<file path="src/rtl/chip8_pkg.sv">
// -----------------------------------------------------------------------------
// chip8_pkg
// Shared definitions for the BCD-to-binary converter:
//   - state_t          : converter FSM state encoding (IDLE, SHIFT, DONE)
//   - BCD_DIGIT_W      : width of one packed BCD digit
//   - BCD_ADJ_THRESH   : nibble value at or above which the un-adjust applies
//   - BCD_ADJ_SUB      : amount subtracted from an adjusted nibble
//   - BCD_MAX_DIGIT    : largest legal decimal digit
//   - req_bin_w()      : binary width needed to hold 10^digits - 1
// -----------------------------------------------------------------------------
package chip8_pkg;

    typedef enum logic [1:0] {
        IDLE  = 2'd0,
        SHIFT = 2'd1,
        DONE  = 2'd2
    } state_t;

    localparam int                     BCD_DIGIT_W    = 4;
    localparam logic [BCD_DIGIT_W-1:0] BCD_ADJ_THRESH = 4'd8;
    localparam logic [BCD_DIGIT_W-1:0] BCD_ADJ_SUB    = 4'd3;
    localparam logic [BCD_DIGIT_W-1:0] BCD_MAX_DIGIT  = 4'd9;

    // Smallest w with 2^w >= 10^digits, i.e. ceil(log2(10^digits)).
    // Valid for digits up to 18 (10^18 still fits a signed 64-bit value).
    function automatic int req_bin_w(input int digits);
        longint p;
        int     w;
        p = 1;
        for (int i = 0; i < digits; i++) begin
            p = p * 10;
        end
        w = 0;
        while ((64'sd1 <<< w) < p) begin
            w++;
        end
        return w;
    endfunction

endpackage

</file>
<file path="src/rtl/bin_from_bcd_if.sv">
// -----------------------------------------------------------------------------
// bin_from_bcd_if
// Start/busy/done handshake between the CPU datapath and the BCD-to-binary
// converter.
//   start : request a conversion (master -> slave)
//   bcd   : packed BCD digits, digit 0 in [3:0] (master -> slave)
//   busy  : conversion in progress (slave -> master)
//   done  : one-cycle pulse when bin/err update (slave -> master)
//   bin   : binary result, held until the next done (slave -> master)
//   err   : invalid-digit flag, qualified by done (slave -> master)
// Modports: master = CPU side, slave = converter side.
// -----------------------------------------------------------------------------
interface bin_from_bcd_if
    import chip8_pkg::*;
#(
    parameter int DIGITS = 3,
    parameter int BIN_W  = 10
);

    logic                          start;
    logic [BCD_DIGIT_W*DIGITS-1:0] bcd;
    logic                          busy;
    logic                          done;
    logic [BIN_W-1:0]              bin;
    logic                          err;

    modport master (
        output start, bcd,
        input  busy, done, bin, err
    );

    modport slave (
        input  start, bcd,
        output busy, done, bin, err
    );

endinterface

</file>
<file path="src/rtl/bcd_digit_unadj.sv">
// -----------------------------------------------------------------------------
// bcd_digit_unadj
// Combinational per-nibble correction for reverse double-dabble: after the
// right shift, a nibble that is >= 8 received a bit worth 8 that should be
// worth 5 in decimal, so 3 is subtracted from it.
//   digit : nibble after the shift
//   adj   : corrected nibble
// -----------------------------------------------------------------------------
module bcd_digit_unadj
    import chip8_pkg::*;
(
    input  logic [BCD_DIGIT_W-1:0] digit,
    output logic [BCD_DIGIT_W-1:0] adj
);

    always_comb begin
        if (digit >= BCD_ADJ_THRESH) begin
            adj = digit - BCD_ADJ_SUB;
        end else begin
            adj = digit;
        end
    end

endmodule

</file>
<file path="src/rtl/bin_from_bcd.sv">
// -----------------------------------------------------------------------------
// bin_from_bcd
// Sequential BCD-to-binary converter using reverse double-dabble. The scratch
// register holds {bcd digits, binary field}; each SHIFT cycle shifts it right
// by one and un-adjusts every digit nibble. After BIN_W shifts the binary
// field holds the result.
//
// Ports:
//   clk : system clock, rising edge
//   rst : synchronous reset, active-high
//   bus : bin_from_bcd_if.slave (start, bcd, busy, done, bin, err)
//
// Optional build macro BIN_FROM_BCD_CHECK_EN: digits > 9 are detected on the
// accepted start; such a request skips the shifting and completes with
// err=1, bin=0. Without the macro err is tied low and invalid digits go
// through the normal sequence.
// -----------------------------------------------------------------------------
module bin_from_bcd
    import chip8_pkg::*;
#(
    parameter int DIGITS = 3,
    parameter int BIN_W  = 10
)
(
    input  logic           clk,
    input  logic           rst,
    bin_from_bcd_if.slave  bus
);

    localparam int               DIG_FIELD_W = BCD_DIGIT_W * DIGITS;
    localparam int               SCR_W       = DIG_FIELD_W + BIN_W;
    localparam int               CNT_W       = $clog2(BIN_W + 1);
    localparam logic [CNT_W-1:0] LAST_ITER   = CNT_W'(BIN_W - 1);

    generate
        if (BIN_W != req_bin_w(DIGITS)) begin : g_bad_bin_w
            $error("bin_from_bcd: BIN_W must equal ceil(log2(10**DIGITS))");
        end
    endgenerate

    state_t                 state;
    state_t                 state_next;
    logic [SCR_W-1:0]       scratch;
    logic [SCR_W-1:0]       shifted;
    logic [DIG_FIELD_W-1:0] digits_adj;
    logic [CNT_W-1:0]       count;
    logic                   done_q;
    logic [BIN_W-1:0]       bin_q;

    // Right shift with zero fill; the digit nibbles of the shifted value are
    // then corrected independently.
    assign shifted = {1'b0, scratch[SCR_W-1:1]};

    generate
        for (genvar i = 0; i < DIGITS; i++) begin : g_unadj
            bcd_digit_unadj u_unadj (
                .digit (shifted[BIN_W + i*BCD_DIGIT_W +: BCD_DIGIT_W]),
                .adj   (digits_adj[i*BCD_DIGIT_W +: BCD_DIGIT_W])
            );
        end
    endgenerate

`ifdef BIN_FROM_BCD_CHECK_EN
    logic start_bad;
    logic inv_q;
    logic err_q;

    always_comb begin
        start_bad = 1'b0;
        for (int i = 0; i < DIGITS; i++) begin
            if (bus.bcd[i*BCD_DIGIT_W +: BCD_DIGIT_W] > BCD_MAX_DIGIT) begin
                start_bad = 1'b1;
            end
        end
    end
`endif

    // Next-state logic.
    // NOTE: every combinational output gets a default first, so no path
    // through the case leaves it unassigned and no latch is inferred.
    always_comb begin
        state_next = state;
        case (state)
            IDLE: begin
                if (bus.start) begin
                    state_next = SHIFT;
                end
            end
            SHIFT: begin
                if (count == LAST_ITER) begin
                    state_next = DONE;
                end
`ifdef BIN_FROM_BCD_CHECK_EN
                // Invalid input completes after a single SHIFT cycle.
                if (inv_q) begin
                    state_next = DONE;
                end
`endif
            end
            DONE:    state_next = IDLE;
            default: state_next = IDLE;
        endcase
    end

    // State, datapath and result registers.
    // NOTE: sequential state uses non-blocking assignments so every register
    // samples pre-edge values regardless of statement order.
    always_ff @(posedge clk) begin
        if (rst) begin
            state   <= IDLE;
            count   <= '0;
            scratch <= '0;
            done_q  <= 1'b0;
            bin_q   <= '0;
`ifdef BIN_FROM_BCD_CHECK_EN
            inv_q   <= 1'b0;
            err_q   <= 1'b0;
`endif
        end else begin
            state  <= state_next;
            // done is raised on the edge that leaves DONE, together with bin.
            done_q <= (state == DONE);
            case (state)
                IDLE: begin
                    if (bus.start) begin
                        scratch <= {bus.bcd, {BIN_W{1'b0}}};
                        count   <= '0;
`ifdef BIN_FROM_BCD_CHECK_EN
                        inv_q   <= start_bad;
`endif
                    end
                end
                SHIFT: begin
                    scratch <= {digits_adj, shifted[BIN_W-1:0]};
                    count   <= count + 1'b1;
                end
                DONE: begin
`ifdef BIN_FROM_BCD_CHECK_EN
                    bin_q <= inv_q ? '0 : scratch[BIN_W-1:0];
                    err_q <= inv_q;
`else
                    bin_q <= scratch[BIN_W-1:0];
`endif
                end
                default: ;
            endcase
        end
    end

    assign bus.busy = (state == SHIFT);
    assign bus.done = done_q;
    assign bus.bin  = bin_q;
`ifdef BIN_FROM_BCD_CHECK_EN
    assign bus.err  = err_q;
`else
    assign bus.err  = 1'b0;
`endif

endmodule

</file>
<file path="src/flat_wrapper.sv">
// flat-port wrapper written by rule: the top's interface ports become plain ports
module bin_from_bcd_flat import chip8_pkg::*;
#(
    parameter int DIGITS = 3,
    parameter int BIN_W  = 10
)
  (clk, rst, bus_start, bus_bcd, bus_busy, bus_done, bus_bin, bus_err);
  bin_from_bcd_if #(.DIGITS(DIGITS), .BIN_W(BIN_W)) bus_i ();
  input  logic clk;
  input  logic rst;
  input wire logic [$bits(bus_i.start)-1:0] bus_start;
  input wire logic [$bits(bus_i.bcd)-1:0] bus_bcd;
  output wire logic [$bits(bus_i.busy)-1:0] bus_busy;
  output wire logic [$bits(bus_i.done)-1:0] bus_done;
  output wire logic [$bits(bus_i.bin)-1:0] bus_bin;
  output wire logic [$bits(bus_i.err)-1:0] bus_err;
  assign bus_i.start = bus_start;
  assign bus_i.bcd = bus_bcd;
  assign bus_busy = bus_i.busy;
  assign bus_done = bus_i.done;
  assign bus_bin = bus_i.bin;
  assign bus_err = bus_i.err;
  bin_from_bcd #(.DIGITS(DIGITS), .BIN_W(BIN_W)) u_core (.clk(clk), .rst(rst), .bus(bus_i));
endmodule
</file>
<file path="config.mk">
export PLATFORM = sky130hd
export DESIGN_NAME = bin_from_bcd_flat
export DESIGN_NICKNAME = d
export VERILOG_FILES = /design/src/rtl/chip8_pkg.sv /design/src/rtl/bin_from_bcd_if.sv /design/src/rtl/bcd_digit_unadj.sv /design/src/rtl/bin_from_bcd.sv /design/src/flat_wrapper.sv
export SDC_FILE = /design/constraint.sdc
export NUM_CORES = 1
export LEC_CHECK = 0
export ABC_AREA = 0
export CAP_MARGIN = 0
export CORE_ASPECT_RATIO = 0.8
export CORE_MARGIN = 3
export CORE_UTILIZATION = 49
export CTS_BUF_LIST = sky130_fd_sc_hd__clkbuf_2
export DETAILED_ROUTE_END_ITERATION = 8
export HOLD_SLACK_MARGIN = 0.15
export PLACE_DENSITY_LB_ADDON = 0.25
export SLEW_MARGIN = 30
export SYNTH_ARGS = -nofsm -noshare
export SYNTH_HDL_FRONTEND = slang
export SYNTH_SLANG_ARGS = --single-unit
</file>
<file path="constraint.sdc">
create_clock -name clk -period 1.21 [get_ports clk]
set_input_delay 0.121 -clock clk [delete_from_list [all_inputs] [get_ports clk]]
set_output_delay 0.121 -clock clk [all_outputs]
set_load 0.03 [all_outputs]
</file>
==> impl_metrics.json <==
{
  "final_hold_viol_count": 0,
  "synth_top_area_frac": 0.4609,
  "worstPathArrival_ns": 1.64,
  "placementRows": 18,
  "power_frac_clock": 0.292,
  "grt_overflow": 0,
  "peakVddDrop_mv": 1.052,
  "synth_edf_count": 0,
  "drive_above_1_share": 0.3551,
  "grt_max_degree": 19,
  "period_minus_slack_ns": 1.314,
  "gp_congestion": 0.8562,
  "vias_per_cell": 5.481,
  "rsz0062_at_grt": "yes",
  "critPathLaunchType": "flip-flop",
  "reg2reg_slack_ns": -0.10,
  "drc": 0,
  "path_max_fanout": 5,
  "cts_made_buffers": 5,
  "first_global_vias": 1557,
  "wl_um": 4546,
  "antenna_found_initial": 0,
  "hp-class": "input pin to flip-flop",
  "cp.required_ns": 1.54,
  "cts_tree": "built",
  "fillers": 229,
  "start_util": 0.5297,
  "port_buffers": 26,
  "dpl.hpwl_um": 2920,
  "seq_area_frac_synth": 0.4609,
  "p_leak_nw": 0.9863,
  "synth_seq_cells": 39,
  "setup_viol": 13,
  "p_switching_w": 0.0007891,
  "grt_usage": 0.2163,
  "num-nets-final": 265,
  "crit_chain": "buf_4 > buf_4 > nor3_1 > a21oi_1 > o31ai_1",
  "die_w_um": 71.74,
  "drtPass1Iterations": 4,
  "slowest_stage": "dfxtp_2",
  "htreeDepth": 2,
  "vias": 1562,
  "root_buffer": "clkbuf_2",
  "pwr-share-comb": 0.206,
  "pre_cts_ws_ns": -0.3355,
  "p_total_w": 0.002780,
  "clock_latency_ns": 0.40,
  "synth_cells": 191,
  "grt_pass1_wl_um": 7189,
  "dieArea_um2": 4203,
  "syn_nets": 212,
  "clock_sinks": 39,
  "core_um2": 3198,
  "violations": "setup timing",
  "power_switching_share": 0.2838,
  "max_stage_delay_ns": 0.40,
  "critical_path.endpoint_type": "flip-flop",
  "maxSlewViolCount": 0,
  "yosysTopAreaCell": "dfxtp_1",
  "syn_to_final_growth_pct": 39.73,
  "outcome": "complete, but fails checks",
  "critPathBufInv": 2,
  "ctsLongestPathBuffers": 2,
  "syn_area_um2": 1694,
  "synth_async_sr_flop_share": 0,
  "path_clk_slew_ns": 0.22,
  "seq_power_share": 0.503,
  "die-height_um": 58.59,
  "cts-hold-fix-buffers": 0,
  "ant_nets": 0,
  "synth_ff_type": "dfxtp_1",
  "timing.final.crit_share": 1.086,
  "fmax_mhz": 761.0,
  "power.internal_w": 0.001991,
  "crit_top_cell": "buf_4",
  "fin_ws_ns": -0.1041,
  "drtIter0Drc": 88,
  "syn-mean-instance-area_um2": 8.870,
  "yosys_warnings": 0,
  "synth.area.top_cells": "dfxtp_1 (46%), a22o_1 (6.2%), nand2_1 (6.0%)",
  "clock_skew_ns": 0.01836,
  "pin_count": 28,
  "drv_cap": 0,
  "critPathTopFamily": "flip-flops",
  "power_density_nw_per_um2": 1174,
  "synth_cell_types": 37,
  "drt-wirelength-per-cell_um": 15.95,
  "antennaDiodeCount": 0,
  "crit_type": "flip-flop to flip-flop"
}
## through the flow
step	cells	TNS, ns	hold WS [ns]	util	instance area [um^2]
2_1_floorplan	191	0	0.2402	-	1697
3_3_place_gp	273	-5.457	0.4400	0.6741	2156
3_5_place_dp	273	-7.444	0.4475	0.6741	2156
4_1_cts	285	-0.4856	0.3101	0.7285	2330
5_1_grt	285	-2.063	0.3228	0.7402	2367
6_report	285	-0.4583	0.3249	0.7402	2367
## final timing paths
| check | end | start | cells past startpoint |
|---|---|---|---|
| worst min-delay path | u_core.scratch[20] | bus_bcd[10] | 3 |
| worst max-delay path | u_core.count[3] | u_core.state[1] | 5 |
| worst max register to register | u_core.count[3] | u_core.state[1] | 5 |
| worst min register to register | u_core.bus.bin[0] | u_core.bus.bin[0] | 2 |
## flip-flops by register name, indices dropped and copies added (netlist names)
register,count
u_core.count,4
u_core.scratch,22
u_core.state,2
u_core.bus.bin,10
u_core.bus.done,1
## layer usage
layer	vias to the layer above	routed length, um	track usage
li1	767	-	-
met1	726	2098	0.3004
met2	56	2043	0.3233
met3	13	320	0.05631
met4	0	83	0.08311
met5	-	0	0
## cell type report
class	instances	area, um^2	area share
Sequential cell	39	797.0	0.3367
Timing Repair Buffer	59	489.2	0.2067
Inverter	9	36.28	0.01533
Clock buffer	5	25.02	0.01057
Multi-Input combinational cell	130	925.9	0.3911
Clock inverter	3	43.79	0.01850
Tap cell	40	50.05	0.02114
## layout by cell type, fill, tap and decap left out, drive strengths merged
| cell type | n |
|---|---|
| nor2b | 4 |
| bufinv | 1 |
| clkdlybuf4s50 | 14 |
| o31ai | 1 |
| a22oi | 3 |
| o21ai | 1 |
| o211ai | 4 |
| a221oi | 1 |
| nor3 | 8 |
| mux2 | 1 |
| clkinv | 2 |
| a31oi | 2 |
| nand2 | 27 |
| xor2 | 1 |
| nand3b | 1 |
| nor3b | 1 |
| a22o | 12 |
| clkbuf | 5 |
| a2111oi | 1 |
| a222oi | 2 |
| dfxtp | 39 |
| mux2i | 1 |
| nand2b | 5 |
| o21ba | 1 |
| o21bai | 1 |
| nand3 | 3 |
| ha | 6 |
| a2bb2oi | 2 |
| xnor2 | 3 |
| nor2 | 17 |
| a21oi | 19 |
| inv | 9 |
| o22ai | 1 |
| conb | 1 |
| buf | 45 |
## Yosys cell counts (2+ instances only)
library cell  count
nor2_1           16
ha_1              6
a31oi_1           2
o211ai_1          4
nor3_1            7
a22o_1           12
a2bb2oi_1         2
nand3_1           3
dfxtp_1          39
nor2b_1           4
a222oi_1          2
buf_4             3
inv_1             8
xnor2_1           3
nand2b_1          5
buf_2             7
clkbuf_1          2
nand2_1          27
a21oi_1          19
a22oi_1           3
## what timing repair did
action / in CTS / in global routing
resized for setup: 54 / 45
gates cloned: 1 / 0
endpoints found under the setup margin: 31 / 46
pin swaps: 2 / 27
buffers inserted: 4 / 1
## power groups by stage
stage	sequential [W]	combinational, W	clock [W]
5_1_grt	0.00141	0.000617	0.000874
4_1_cts	0.00138	0.000506	0.000812
6_report	0.00140	0.000572	0.000810
3_3_place_gp	0.00141	0.000426	0
3_5_place_dp	0.00141	0.000444	0
2_1_floorplan	0.00140	0.000257	0
## logic make-up (layout without fill, tap and decap cells)
family                   count (synthesis)  in the layout  synth area share
AO/OA/AOI/OAI                           51             51            0.2142
other                                    1              1          0.002214
buffers and inverters                   22             76           0.06499
multiplexers                             2              2           0.01256
flip-flops                              39             39            0.4609
adder cells (fa/ha/maj)                  6              6           0.04431
XOR/XNOR                                 4              4           0.02068
AND/OR/NAND/NOR                         66             66            0.1802
## tightest hold or removal path, stage by stage
cell	delay, ns
clkdlybuf4s50_1	0.46
a222oi_1	0.06
inv_1	0.05
Power figures use the tool's default switching activity.
